===== src/rtl/pulse_pkg.sv =====
// pulse_pkg: shared state encoding, parameter defaults and sizing helpers for pulse_stretcher.
`default_nettype none

package pulse_pkg;

  typedef enum logic [1:0] {
    IDLE = 2'd0,
    HIGH = 2'd1,
    GAP  = 2'd2
  } state_t;

  localparam int HIGH_CYCLES_DEF = 8;
  localparam int GAP_CYCLES_DEF  = 2;
  localparam int PEND_W_DEF      = 4;

  // Counter only ever holds (length-1), so clog2 of the longer phase suffices.
  function automatic int cnt_width(input int high_cycles, input int gap_cycles);
    int longest;
    longest = (high_cycles > gap_cycles) ? high_cycles : gap_cycles;
    return (longest < 2) ? 1 : $clog2(longest);
  endfunction

  function automatic int pend_max(input int pend_w);
    return (1 << pend_w) - 1;
  endfunction

endpackage

`default_nettype wire


===== src/rtl/stretch_cnt.sv =====
// stretch_cnt: loadable down-counter that stops at zero, with a registered zero flag.
`default_nettype none

module stretch_cnt #(
  parameter int W = 3
) (
  input  logic         clk,
  input  logic         rst,
  input  logic         load,
  input  logic [W-1:0] load_val,
  output logic         zero
);

  logic [W-1:0] cnt;

  always_ff @(posedge clk or posedge rst) begin
    if (rst) begin
      cnt  <= '0;
      zero <= 1'b1;
    end else if (load) begin
      cnt  <= load_val;
      zero <= (load_val == '0);
    end else if (!zero) begin
      cnt  <= cnt - W'(1);
      zero <= (cnt == W'(1));
    end
  end

endmodule

`default_nettype wire


===== src/rtl/pulse_stretcher.sv =====
// pulse_stretcher: strobes -> HIGH_CYCLES windows separated by GAP_CYCLES, with a pending queue.
// Optional: PULSE_STRETCH_RETRIGGER_EN makes strobes during HIGH extend the window instead of queuing.
`default_nettype none

module pulse_stretcher
  import pulse_pkg::*;
#(
  parameter int HIGH_CYCLES = HIGH_CYCLES_DEF,
  parameter int GAP_CYCLES  = GAP_CYCLES_DEF,
  parameter int PEND_W      = PEND_W_DEF
) (
  input  logic              clk,
  input  logic              rst,
  input  logic              sig_pulse,
  input  logic              ovf_clr,
  output logic              sig_level,
  output logic              busy,
  output logic [PEND_W-1:0] pend_cnt,
  output logic              ovf
);

  localparam int                CNT_W     = cnt_width(HIGH_CYCLES, GAP_CYCLES);
  localparam logic [CNT_W-1:0]  HIGH_LOAD = CNT_W'(HIGH_CYCLES - 1);
  localparam logic [CNT_W-1:0]  GAP_LOAD  = CNT_W'(GAP_CYCLES - 1);
  localparam logic [PEND_W-1:0] PEND_MAX  = PEND_W'(pend_max(PEND_W));

`ifdef PULSE_STRETCH_RETRIGGER_EN
  localparam bit RETRIGGER = 1'b1;
`else
  localparam bit RETRIGGER = 1'b0;
`endif

  generate
    if (HIGH_CYCLES < 1) begin : g_bad_high
      $error("pulse_stretcher: HIGH_CYCLES must be >= 1");
    end
    if (GAP_CYCLES < 1) begin : g_bad_gap
      $error("pulse_stretcher: GAP_CYCLES must be >= 1");
    end
  endgenerate

  state_t             state;
  state_t             state_nxt;
  logic [PEND_W-1:0]  pend_nxt;
  logic               queue;
  logic               ovf_set;
  logic               cnt_load;
  logic [CNT_W-1:0]   cnt_val;
  logic               cnt_zero;

  stretch_cnt #(
    .W (CNT_W)
  ) u_cnt (
    .clk      (clk),
    .rst      (rst),
    .load     (cnt_load),
    .load_val (cnt_val),
    .zero     (cnt_zero)
  );

  always_comb begin
    state_nxt = state;
    pend_nxt  = pend_cnt;
    queue     = 1'b0;
    ovf_set   = 1'b0;
    cnt_load  = 1'b0;
    cnt_val   = HIGH_LOAD;

    case (state)
      IDLE: begin
        if (sig_pulse) begin
          state_nxt = HIGH;
          cnt_load  = 1'b1;
        end
      end
      HIGH: begin
        if (RETRIGGER && sig_pulse) begin
          cnt_load = 1'b1;
        end else begin
          queue = sig_pulse;
          if (cnt_zero) begin
            state_nxt = GAP;
            cnt_load  = 1'b1;
            cnt_val   = GAP_LOAD;
          end
        end
      end
      GAP: begin
        if (cnt_zero) begin
          if (pend_cnt != '0) begin
            // Oldest queued event starts now; a same-cycle strobe takes its slot.
            state_nxt = HIGH;
            cnt_load  = 1'b1;
            if (!sig_pulse) begin
              pend_nxt = pend_cnt - PEND_W'(1);
            end
          end else if (sig_pulse) begin
            state_nxt = HIGH;
            cnt_load  = 1'b1;
          end else begin
            state_nxt = IDLE;
          end
        end else begin
          queue = sig_pulse;
        end
      end
      default: begin
        state_nxt = IDLE;
      end
    endcase

    if (queue) begin
      if (pend_cnt == PEND_MAX) begin
        ovf_set = 1'b1;
      end else begin
        pend_nxt = pend_cnt + PEND_W'(1);
      end
    end
  end

  always_ff @(posedge clk or posedge rst) begin
    if (rst) begin
      state     <= IDLE;
      pend_cnt  <= '0;
      sig_level <= 1'b0;
      busy      <= 1'b0;
      ovf       <= 1'b0;
    end else begin
      state     <= state_nxt;
      pend_cnt  <= pend_nxt;
      sig_level <= (state_nxt == HIGH);
      busy      <= (state_nxt != IDLE);
      if (ovf_set) begin
        ovf <= 1'b1;
      end else if (ovf_clr) begin
        ovf <= 1'b0;
      end
    end
  end

endmodule

`default_nettype wire


===== config.mk =====
export PLATFORM = sky130hd
export DESIGN_NAME = pulse_stretcher
export DESIGN_NICKNAME = d
export VERILOG_FILES = /design/src/rtl/pulse_pkg.sv /design/src/rtl/stretch_cnt.sv /design/src/rtl/pulse_stretcher.sv
export SDC_FILE = /design/constraint.sdc
export NUM_CORES = 1
export LEC_CHECK = 0
export ABC_AREA = 1
export CAP_MARGIN = 25
export CORE_UTILIZATION = 37
export DETAILED_ROUTE_END_ITERATION = 16
export PLACE_DENSITY = 0.6
export SETUP_SLACK_MARGIN = 0.05
export SYNTH_ARGS = -nofsm -noshare
export SYNTH_HDL_FRONTEND = slang
export SYNTH_HIERARCHICAL = 1
export SYNTH_SLANG_ARGS = --single-unit

===== constraint.sdc =====
create_clock -name clk -period 1.9 [get_ports clk]
set_clock_uncertainty 0.05 [all_clocks]
set_input_delay 0.285 -clock clk [delete_from_list [all_inputs] [get_ports clk]]
set_output_delay 0.285 -clock clk [all_outputs]
set_load 0.01 [all_outputs]

==> report_table.html, run 1 <==
<table>
<tr><th>Metric</th><th>Value</th></tr>
<tr><th colspan="2">Die</th></tr>
<tr><td>Die width</td><td>52.4 um</td></tr>
<tr><td>Core area</td><td>2300 um^2</td></tr>
<tr><td>Full die area</td><td>2740 um^2</td></tr>
<tr><td>Initial standard-cell utilization of the core</td><td>40.8%</td></tr>
<tr><td>Top-Level Pins</td><td>11</td></tr>
<tr><td># rows</td><td>17</td></tr>
<tr><td>Height of the chip</td><td>52.4 um</td></tr>
<tr><th colspan="2">Detailed routing</th></tr>
<tr><td>Routed wire length</td><td>1870 um</td></tr>
<tr><td>Router iterations before antenna repair</td><td>4</td></tr>
<tr><td>Detailed Route Iter0 Violations</td><td>13</td></tr>
<tr><td>Drt drc</td><td>0</td></tr>
<tr><td>Post-DRT Antenna Nets</td><td>0</td></tr>
<tr><td>Total via count after detailed routing</td><td>830</td></tr>
<tr><td>Vias per cell</td><td>4.49</td></tr>
<tr><td>Post-detailed-route wirelength per cell</td><td>10.1 um</td></tr>
<tr><th colspan="2">Timing</th></tr>
<tr><td>Highest achievable clock rate</td><td>588 MHz</td></tr>
<tr><td>Time the worst path needs with I/O delays and setup</td><td>1.70 ns</td></tr>
<tr><td>RSZ-0062 raised after global routing</td><td>false</td></tr>
<tr><td>Tcrit/Tclk final</td><td>89.6%</td></tr>
<tr><td>Final hold slack</td><td>0.167 ns</td></tr>
<tr><td>Final hold violations</td><td>0</td></tr>
<tr><td>Final setup fails</td><td>0</td></tr>
<tr><td>Final-layout setup total negative slack</td><td>0 ns</td></tr>
<tr><td>Final Slew Violations</td><td>0</td></tr>
<tr><th colspan="2">Finish</th></tr>
<tr><td>Area growth, synth to finish</td><td>23.3%</td></tr>
<tr><td>Post-Layout Inst Area</td><td>1160 um^2</td></tr>
<tr><td>Antenna Cells</td><td>0</td></tr>
<tr><td>Post-layout net count</td><td>170</td></tr>
<tr><td>Fraction of final layout cells with drive strength greater than 1</td><td>13.4%</td></tr>
<tr><th colspan="2">Worst setup path</th></tr>
<tr><td>CP Data Arrival Time</td><td>1.83 ns</td></tr>
<tr><td>Cell type of the slowest stage on the worst timing path</td><td>sky130_fd_sc_hd__dfrtp_1</td></tr>
<tr><td>Worst Setup End Kind</td><td>register</td></tr>
<tr><td>Reg-to-reg startpoint</td><td>state[0]$_DFF_PP0_</td></tr>
<tr><td>CP cell instances</td><td>inv_1 &gt; ha_4 &gt; nand2_1 &gt; inv_2 &gt; nand2_1 &gt; a31oi_1 &gt; buf_4 &gt; inv_2 &gt; nand3_1 &gt; nand2_1 &gt; inv_1 &gt; nand2_1</td></tr>
<tr><td>Reg2reg path depth</td><td>12</td></tr>
<tr><td>Critical path launch point type</td><td>register</td></tr>
<tr><td>Cell family with most CP delay</td><td>buffers and inverters</td></tr>
<tr><td>Worst Path Buf+Inv</td><td>5</td></tr>
<tr><td>Capturing point of the worst reg2reg path</td><td>u_cnt/cnt[2]$_DFFE_PP0P_</td></tr>
<tr><td>Maximum fanout along the worst path</td><td>6</td></tr>
<tr><td>Critical path class</td><td>reg -&gt; reg</td></tr>
<tr><td>Most common cell type on the critical path</td><td>sky130_fd_sc_hd__nand2_1</td></tr>
<tr><td>Worst path max stage delay</td><td>0.42 ns</td></tr>
<tr><td>Critical path required time</td><td>2.03 ns</td></tr>
<tr><td>Slack of the worst reg-to-reg path</td><td>0.20 ns</td></tr>
<tr><th colspan="2">Global routing</th></tr>
<tr><td>Number of global-route vias before repair</td><td>839</td></tr>
<tr><td>Met1 global-route usage</td><td>20.5%</td></tr>
<tr><td>Antenna violations before repair</td><td>0</td></tr>
<tr><td>Most Used Layer, Global Route</td><td>met2</td></tr>
<tr><td>Global-route wire length before repair</td><td>3330 um</td></tr>
<tr><td>Pin count of the biggest net entering global routing</td><td>10</td></tr>
<tr><td>Grt ovf</td><td>0</td></tr>
<tr><td>Global-route met2 utilization</td><td>27.8%</td></tr>
<tr><td>Global routing usage on met3</td><td>5.80%</td></tr>
<tr><td>All-Layer GR Usage</td><td>16.5%</td></tr>
<tr><th colspan="2">Placement</th></tr>
<tr><td>Area after detailed placement</td><td>1100 um^2</td></tr>
<tr><td>Global placement routability congestion</td><td>0.811</td></tr>
<tr><td>Sum of net half-perimeters after detailed placement</td><td>1510 um</td></tr>
<tr><td>Number of buffers added on ports</td><td>10</td></tr>
<tr><th colspan="2">Job</th></tr>
<tr><td>Maximum Capacitance Violations</td><td>0</td></tr>
<tr><th colspan="2">Power and ir drop</th></tr>
<tr><td>Cell Pwr Density</td><td>1470 nW/um^2</td></tr>
<tr><td>Worst-case vdd ir drop</td><td>0.741 mV</td></tr>
<tr><td>Static Leak</td><td>0.637 nW</td></tr>
<tr><th colspan="2">Yosys</th></tr>
<tr><td>Distinct cells, synth</td><td>20</td></tr>
<tr><td>Summed instance area of the synthesized netlist</td><td>938 um^2</td></tr>
<tr><td>#FFs+latches synth</td><td>13</td></tr>
<tr><td>Mean Syn Cell Area</td><td>6.85 um^2</td></tr>
<tr><td>Sequential area share after synthesis</td><td>34.8%</td></tr>
<tr><td>Number of warning messages in the yosys log</td><td>6</td></tr>
<tr><td>Gate Count Post-Synth</td><td>137</td></tr>
<tr><th colspan="2">Hold path</th></tr>
<tr><td>Min-Delay Path Class</td><td>in -&gt; async</td></tr>
<tr><th colspan="2">CTS</th></tr>
<tr><td>Clock-pin slew reported for the worst setup and hold paths after clock tree synthesis</td><td>0.08 ns</td></tr>
<tr><td>Clock tree root buffer cell</td><td>sky130_fd_sc_hd__clkbuf_4</td></tr>
<tr><td>CTS tree</td><td>done</td></tr>
<tr><td>Number of buffers inserted during clock tree synthesis</td><td>3</td></tr>
<tr><td>Max H-tree Level</td><td>1</td></tr>
<tr><td>Clock sink count</td><td>13</td></tr>
<tr><td>Number of buffers inserted for hold repair after clock tree synthesis</td><td>0</td></tr>
<tr><td>Clock latency on the worst-skew pair</td><td>0.28 ns</td></tr>
<tr><td>Clock Tree Buf Depth</td><td>2</td></tr>
<tr><th colspan="2">Outcome</th></tr>
<tr><td>Outcome</td><td>complete, no violations</td></tr>
</table>
-- worst reg2reg max path, stage by stage, from the launching register on --
cell	delay [ns]
sky130_fd_sc_hd__dfrtp_1	0.42
sky130_fd_sc_hd__inv_1	0.15
sky130_fd_sc_hd__ha_4	0.18
sky130_fd_sc_hd__nand2_1	0.08
sky130_fd_sc_hd__inv_2	0.10
sky130_fd_sc_hd__nand2_1	0.08
sky130_fd_sc_hd__a31oi_1	0.14
sky130_fd_sc_hd__buf_4	0.16
sky130_fd_sc_hd__inv_2	0.04
sky130_fd_sc_hd__nand3_1	0.06
sky130_fd_sc_hd__nand2_1	0.06
sky130_fd_sc_hd__inv_1	0.05
sky130_fd_sc_hd__nand2_1	0.04
-- where the power goes --
part / leakage (nW) / total [mW] / internal, mW / switching, mW
Combinational: 0.461 / 1.02 / 0.438 / 0.579
Clock: 0.0177 / 0.171 / 0.0781 / 0.0933
Sequential: 0.158 / 0.514 / 0.406 / 0.109
Total: 0.637 / 1.70 / 0.922 / 0.781
-- cells in the mapped netlist (all sizes together) --
cell type / number / area share, %
nor2: 12 / 5.6
nand2: 44 / 18
nand3: 15 / 9.9
inv: 31 / 12
a31oi: 1 / 0.67
clkinv: 1 / 0.40
dfrtp: 12 / 32
ha: 8 / 11
a21oi: 1 / 0.93
nand3b: 1 / 0.80
xor2: 1 / 0.93
dfstp: 1 / 2.8
conb: 1 / 0.40
o21ai: 5 / 2.7
nand4: 3 / 2.0
-- area by class of cell --
class / count / area, um^2
sequential: 13 / 327
clock buffer: 3 / 22.5
fill: 229 / 1140
inverter: 32 / 120
multi-input combinational: 93 / 510
clock inverter: 1 / 5.00
tap: 28 / 35.0
timing repair buffer: 15 / 138
-- metrics by stage --
stage	instances	utilization, %	setup slack [ns]	total power [mW]
floorplan	138	-	0.190	1.17
global placement	179	47.9	0.165	1.47
detailed placement	179	47.9	0.0965	1.50
CTS	183	49.1	0.0933	1.68
global route	185	50.4	0.0356	1.93
finish	185	50.4	0.198	1.70
-- cells in the final DEF (no fill, tap or decap), drive strengths merged --
cell,instances
clkdlybuf4s50,10
dfstp,1
ha,8
o21ai,5
conb,2
dfrtp,12
inv,31
clkbuf,3
nor2,12
nand3,15
buf,5
clkinv,2
xor2,1
a31oi,1
nand2,44
a21oi,1
nand3b,1
nand4,3
-- flip-flops by register name, indices dropped and copies added, names as in the netlist --
signal and count:
busy 1, ovf 1, pend_cnt 4, sig_level 1, state 2, u_cnt/cnt 3
u_cnt/zero 1
-- routing by layer --
layer,part of all wire (%),vias to the layer above
li1,-,453
met1,48,367
met2,47,10
met3,4.3,0
met4,0,0
met5,0,-
-- kinds of logic after synthesis --
family | after synthesis | share of synthesized area, %
fa+ha+maj | 8 | 10.7
other cells | 1 | 0.400
xor+xnor | 1 | 0.934
flops | 13 | 34.8
compound gates | 7 | 4.27
buf+inv | 32 | 12.8
simple gates | 75 | 36.1
-- worst max-delay path by stage --
stage                             from                  endpoint  slack (ns)  cells past startpoint
global placement    state[0]$_DFF_PP0_  u_cnt/cnt[1]$_DFFE_PP0P_        0.17                     10
CTS                 state[0]$_DFF_PP0_  u_cnt/cnt[2]$_DFFE_PP0P_        0.09                     12
floorplan           state[0]$_DFF_PP0_  u_cnt/cnt[1]$_DFFE_PP0P_        0.19                      9
finish              state[0]$_DFF_PP0_  u_cnt/cnt[2]$_DFFE_PP0P_        0.20                     12
global route        state[0]$_DFF_PP0_  u_cnt/cnt[2]$_DFFE_PP0P_        0.04                     12
detailed placement  state[0]$_DFF_PP0_  u_cnt/cnt[2]$_DFFE_PP0P_         0.1                     12
-- timing repair --
action / 4_1_cts / 5_1_grt
setup endpoints to repair: 0 / 4
buffers inserted: 0 / 2
hold endpoints to repair: 0 / 0
gates resized for setup: 0 / 4
No activity file was read; power rests on OpenSTA's default activity.
==> run 2: changes to the inputs <==
- CORE_MARGIN: not set -> 1.5
- PLACE_DENSITY: 0.6 -> 0.64
- clock period: 1.9 -> 2.19 ns (I/O delays scaled with it)
==> run 2 against run 1 <==
Against the previous run:
- clock-buffer cell count unchanged
- first-iteration DRC count increased to 2.5 times the previous value
- clock power decreased by 13%
- worst setup slack improved by 0.25 ns
- die area increased by 3.9%
- cell area decreased by 3.7%
- critical path depth unchanged
- via count decreased by 1.1%
- sequential power decreased by 11%
- routed wire length decreased by 6.9%
- global-route usage decreased by 3.3 points
- critical path type unchanged
==> report_table.html, run 2 (synthesized netlist as in run 1, its figures left out) <==
<table>
<tr><th>Metric</th><th>Value</th></tr>
<tr><th colspan="2">CTS</th></tr>
<tr><td>Clock Tree Buf Depth</td><td>2</td></tr>
<tr><td>Max H-tree Level</td><td>1</td></tr>
<tr><td>Cells resized by post-CTS repair</td><td>0</td></tr>
<tr><td>Clock latency on the worst-skew pair</td><td>0.28 ns</td></tr>
<tr><td>Number of buffers inserted for hold repair after clock tree synthesis</td><td>0</td></tr>
<tr><td>Post-CTS setup buffer count</td><td>0</td></tr>
<tr><td>Number of buffers inserted during clock tree synthesis</td><td>3</td></tr>
<tr><td>Clock sink count</td><td>13</td></tr>
<tr><td>Clock-pin slew reported for the worst setup and hold paths after clock tree synthesis</td><td>0.08 ns</td></tr>
<tr><td>Clock tree root buffer cell</td><td>sky130_fd_sc_hd__clkbuf_4</td></tr>
<tr><td>CTS tree</td><td>done</td></tr>
<tr><th colspan="2">Worst setup path</th></tr>
<tr><td>Worst Setup End Kind</td><td>register</td></tr>
<tr><td>Critical path launch point type</td><td>register</td></tr>
<tr><td>Critical path class</td><td>reg -&gt; reg</td></tr>
<tr><td>CP Data Arrival Time</td><td>1.88 ns</td></tr>
<tr><td>Maximum fanout along the worst path</td><td>6</td></tr>
<tr><td>Critical path required time</td><td>2.32 ns</td></tr>
<tr><th colspan="2">Finish</th></tr>
<tr><td>Area growth, synth to finish</td><td>18.8%</td></tr>
<tr><td>Post-layout net count</td><td>166</td></tr>
<tr><td>Count of non-filler cells in the finished layout</td><td>183</td></tr>
<tr><td>Fraction of final layout cells with drive strength greater than 1</td><td>9.15%</td></tr>
<tr><td>Leading cell types in the layout, fill and taps excluded</td><td>sky130_fd_sc_hd__nand2_1, sky130_fd_sc_hd__inv_1, sky130_fd_sc_hd__nand3_1, sky130_fd_sc_hd__dfrtp_1, sky130_fd_sc_hd__nor2_1</td></tr>
<tr><td>Register ranked first by flip-flop count</td><td>pend_cnt</td></tr>
<tr><td>Multi-input combinational cell area</td><td>495 um^2</td></tr>
<tr><td>Top Registers</td><td>pend_cnt x4, u_cnt/cnt x3, state x2</td></tr>
<tr><td>Antenna Cells</td><td>0</td></tr>
<tr><td>Post-Layout Inst Area</td><td>1110 um^2</td></tr>
<tr><td># fillers</td><td>247</td></tr>
<tr><td>FF+latch area</td><td>327 um^2</td></tr>
<tr><td>Max FFs per register</td><td>4</td></tr>
<tr><td>Leading cell type in the layout, fill and taps excluded</td><td>sky130_fd_sc_hd__nand2_1</td></tr>
<tr><th colspan="2">Global routing</th></tr>
<tr><td>Global routing usage on met3</td><td>6.21%</td></tr>
<tr><td>Antenna violations before repair</td><td>0</td></tr>
<tr><td>Grt ovf</td><td>0</td></tr>
<tr><td>All-Layer GR Usage</td><td>13.1%</td></tr>
<tr><td>Global-route met2 utilization</td><td>17.5%</td></tr>
<tr><td>Met1 global-route usage</td><td>19.0%</td></tr>
<tr><td>Number of global-route vias before repair</td><td>605</td></tr>
<tr><td>Most Used Layer, Global Route</td><td>met1</td></tr>
<tr><td>Global-route wire length before repair</td><td>2620 um</td></tr>
<tr><td>Pin count of the biggest net entering global routing</td><td>10</td></tr>
<tr><th colspan="2">Placement</th></tr>
<tr><td>Global placement routability congestion</td><td>0.869</td></tr>
<tr><td>Sum of net half-perimeters after detailed placement</td><td>1410 um</td></tr>
<tr><td>Area after detailed placement</td><td>1090 um^2</td></tr>
<tr><td>Number of placed instances, taps included</td><td>179</td></tr>
<tr><td>Number of buffers added on ports</td><td>10</td></tr>
<tr><td>Post-placement worst setup slack</td><td>0.310 ns</td></tr>
<tr><th colspan="2">Detailed routing</th></tr>
<tr><td>Total via count after detailed routing</td><td>821</td></tr>
<tr><td>Detailed Route Iter0 Violations</td><td>33</td></tr>
<tr><td>Post-detailed-route wirelength per cell</td><td>9.50 um</td></tr>
<tr><td>Post-DRT Antenna Nets</td><td>0</td></tr>
<tr><td>Vias per cell</td><td>4.49</td></tr>
<tr><td>Routed wire length</td><td>1740 um</td></tr>
<tr><td>Drt drc</td><td>0</td></tr>
<tr><td>Router iterations before antenna repair</td><td>4</td></tr>
<tr><th colspan="2">Die</th></tr>
<tr><td>Height of the chip</td><td>53.4 um</td></tr>
<tr><td># rows</td><td>18</td></tr>
<tr><td>Full die area</td><td>2850 um^2</td></tr>
<tr><td>Die width</td><td>53.4 um</td></tr>
<tr><td>Top-Level Pins</td><td>11</td></tr>
<tr><td>Core area</td><td>2430 um^2</td></tr>
<tr><td>Initial standard-cell utilization of the core</td><td>38.6%</td></tr>
<tr><th colspan="2">Power and ir drop</th></tr>
<tr><td>Cell Pwr Density</td><td>1270 nW/um^2</td></tr>
<tr><td>Worst-case vdd ir drop</td><td>0.881 mV</td></tr>
<tr><td>Static Leak</td><td>0.620 nW</td></tr>
<tr><th colspan="2">Timing</th></tr>
<tr><td>Time the worst path needs with I/O delays and setup</td><td>1.75 ns</td></tr>
<tr><td>Final hold slack</td><td>0.201 ns</td></tr>
<tr><td>Highest achievable clock rate</td><td>573 MHz</td></tr>
<tr><td>Final-layout setup total negative slack</td><td>0 ns</td></tr>
<tr><td>Tcrit/Tclk final</td><td>79.7%</td></tr>
<tr><td>Final setup fails</td><td>0</td></tr>
<tr><td>Final Slew Violations</td><td>0</td></tr>
<tr><td>Final worst slack</td><td>0.445 ns</td></tr>
<tr><td>RSZ-0062 raised after global routing</td><td>false</td></tr>
<tr><td>Final hold violations</td><td>0</td></tr>
<tr><th colspan="2">Hold path</th></tr>
<tr><td>Min-Delay Path Class</td><td>in -&gt; async</td></tr>
<tr><th colspan="2">Outcome</th></tr>
<tr><td>Outcome</td><td>complete, no violations</td></tr>
<tr><th colspan="2">Job</th></tr>
<tr><td>Maximum Capacitance Violations</td><td>0</td></tr>
</table>
[run 2: metrics by stage]
| stage | total power, mW | util [%] |
|---|---|---|
| floorplan | 1.02 | - |
| global placement | 1.26 | 44.7 |
| detailed placement | 1.27 | 44.7 |
| CTS | 1.42 | 45.8 |
| global route | 1.57 | 45.8 |
| finish | 1.42 | 45.8 |
[run 2: path summary, 6_finish.rpt]
check	slack [ns]	end	from	cells past startpoint
max	0.44	u_cnt/cnt[2]$_DFFE_PP0P_	state[0]$_DFF_PP0_	12
min	0.20	u_cnt/cnt[2]$_DFFE_PP0P_	rst	2
max reg2reg	0.44	u_cnt/cnt[2]$_DFFE_PP0P_	state[0]$_DFF_PP0_	12
min reg2reg	0.45	u_cnt/cnt[1]$_DFFE_PP0P_	u_cnt/cnt[1]$_DFFE_PP0P_	2
max in group asynchronous	1.56	state[0]$_DFF_PP0_	rst	2
min in group clk	0.45	u_cnt/cnt[1]$_DFFE_PP0P_	u_cnt/cnt[1]$_DFFE_PP0P_	2
[run 2: critical path: stages (launching register included)]
cell	delay [ns]
sky130_fd_sc_hd__dfrtp_1	0.42
sky130_fd_sc_hd__inv_1	0.10
sky130_fd_sc_hd__ha_1	0.23
sky130_fd_sc_hd__nand2_1	0.09
sky130_fd_sc_hd__inv_1	0.14
sky130_fd_sc_hd__nand2_1	0.09
sky130_fd_sc_hd__a31oi_1	0.14
sky130_fd_sc_hd__buf_4	0.16
sky130_fd_sc_hd__inv_2	0.04
sky130_fd_sc_hd__nand3_1	0.06
sky130_fd_sc_hd__nand2_1	0.05
sky130_fd_sc_hd__inv_1	0.04
sky130_fd_sc_hd__nand2_1	0.04
[run 2: layer usage]
layer / vias to the layer above / part of all wire [%]
met1: 349 / 49
met3: 2 / 8.3
met5: - / 0
met2: 26 / 41
met4: 0 / 0.75
li1: 444 / -
[run 2: final cells by class]
cell class,instances,area share [%]
multi-input combinational,93,44.4
sequential,13,29.3
clock inverter,1,0.449
tap,30,3.37
clock buffer,3,2.02
inverter,32,10.8
timing repair buffer,11,9.65
[run 2: where the power goes]
part | switching [mW] | internal [mW]
Clock | 0.0810 | 0.0679
Sequential | 0.107 | 0.352
Combinational | 0.470 | 0.340
==> RTL edit (settings of run 1) <==
Change the package constant `HIGH_CYCLES_DEF` from 8 to 10.
--- a/src/rtl/pulse_pkg.sv
+++ b/src/rtl/pulse_pkg.sv
@@ -9,7 +9,7 @@
     GAP  = 2'd2
   } state_t;
 
-  localparam int HIGH_CYCLES_DEF = 8;
+  localparam int HIGH_CYCLES_DEF = 10;
   localparam int GAP_CYCLES_DEF  = 2;
   localparam int PEND_W_DEF      = 4;
 
Function: changed (Yosys sat finds a counterexample within 10 cycles, from zero or initial values and one cycle with rst high).
==> RTL edit against run 1 <==
- power increased by 11%
- synthesized cell count increased by 2.9%
- combinational power increased by 9%
- wire length increased by 4.8%
- sequential cell count increased by 1
- worst setup slack improved by 0.021 ns
- final area increased by 6.3%
- sequential share of layout area increased by 0.37 points
- final cell count increased by 4.3%
- global-route usage decreased by 0.70 points
- non-clock buffer count unchanged
- synthesized area increased by 7.1%
- critical path type unchanged
- largest power group unchanged
- highest routed layer is now met4
==> RTL edit: results (changes against run 1) <==
Logic synthesis
  – Post-Synth XOR/XNOR Area: 1.74% (+0.81 points)
  – Register area share after synthesis: 35.0% (+0.19 points)
  – Commonest cells post-synth: nand2_1 (40), inv_1 (24), dfrtp_1 (13), nand3_1 (13), nor2_1 (12)
  – Cells after Synth: 141 (+2.9%)
  – Synth cell types: 25 (+25%)
  – Post-synthesis average cell area: 7.13 sq um (+4.0%)

Setup path
  – FF-to-FF Start: pend_cnt[0]$_DFF_PP0_
  – Crit-path leading delay family: flip-flops
  – Critical path fanouts, max: 7 (+1)

Cells and area
  – Fillers: 245 (+7.0%)
  – Multi-input combinational area share: 45.4% (+1.3 points)
  – Clk cell area share: 2.95% (+0.57 points)
  – Layout area overhead: 22.4%
  – Biggest regs: pend_cnt (4), u_cnt/cnt (4), state (2)
  – Multi-input gates: 101 (+8.6%)
  – Final Net Count: 176 (+3.5%)
  – Reg area: 352 sq um (+7.7%)
  – Inverters: 29 (-9.4%)

Status
  – Status: completed

Power
  – Clk pwr share: 11.7% (+1.6 points)
  – Peak VDD IR: 908 uV (+22%)
  – Psw: 0.866 mW (+11%)

Route
  – DRT iter0 DRCs: 17 (+4)

Placed design
  – Detail Placement HPWL: 1.58 mm (+4.4%)

Global routing
  – Global-route wire length before repair: 3.27 mm (-1.9%)
==> RTL edit: per-layer routing <==
| metal | track usage (%) | share of wire [%] | vias up |
|---|---|---|---|
| met1 | 21.3 | 51 | 402 |
| met4 | 3.85 | 0.82 | 0 |
| met5 | 0 | 0 | - |
| li1 | - | - | 472 |
| met2 | 23.9 | 44 | 12 |
| met3 | 5.65 | 4.1 | 2 |
==> RTL edit: final timing paths <==
check	to	slack, ns	cells past startpoint
max in group asynchronous	sig_level$_DFF_PP0_	1.30	2
max reg2reg	u_cnt/cnt[1]$_DFFE_PP0P_	0.22	9
min	u_cnt/cnt[2]$_DFFE_PP0P_	0.16	2
max	u_cnt/cnt[1]$_DFFE_PP0P_	0.22	9
min in group clk	ovf$_DFFE_PP0P_	0.48	2
min reg2reg	ovf$_DFFE_PP0P_	0.48	2
==> RTL edit: what timing repair did <==
action                                 CTS  global route
setup endpoints to repair                0             3
setup buffers                            0             1
resized for setup                        0             1
endpoints found under the hold margin    0             0
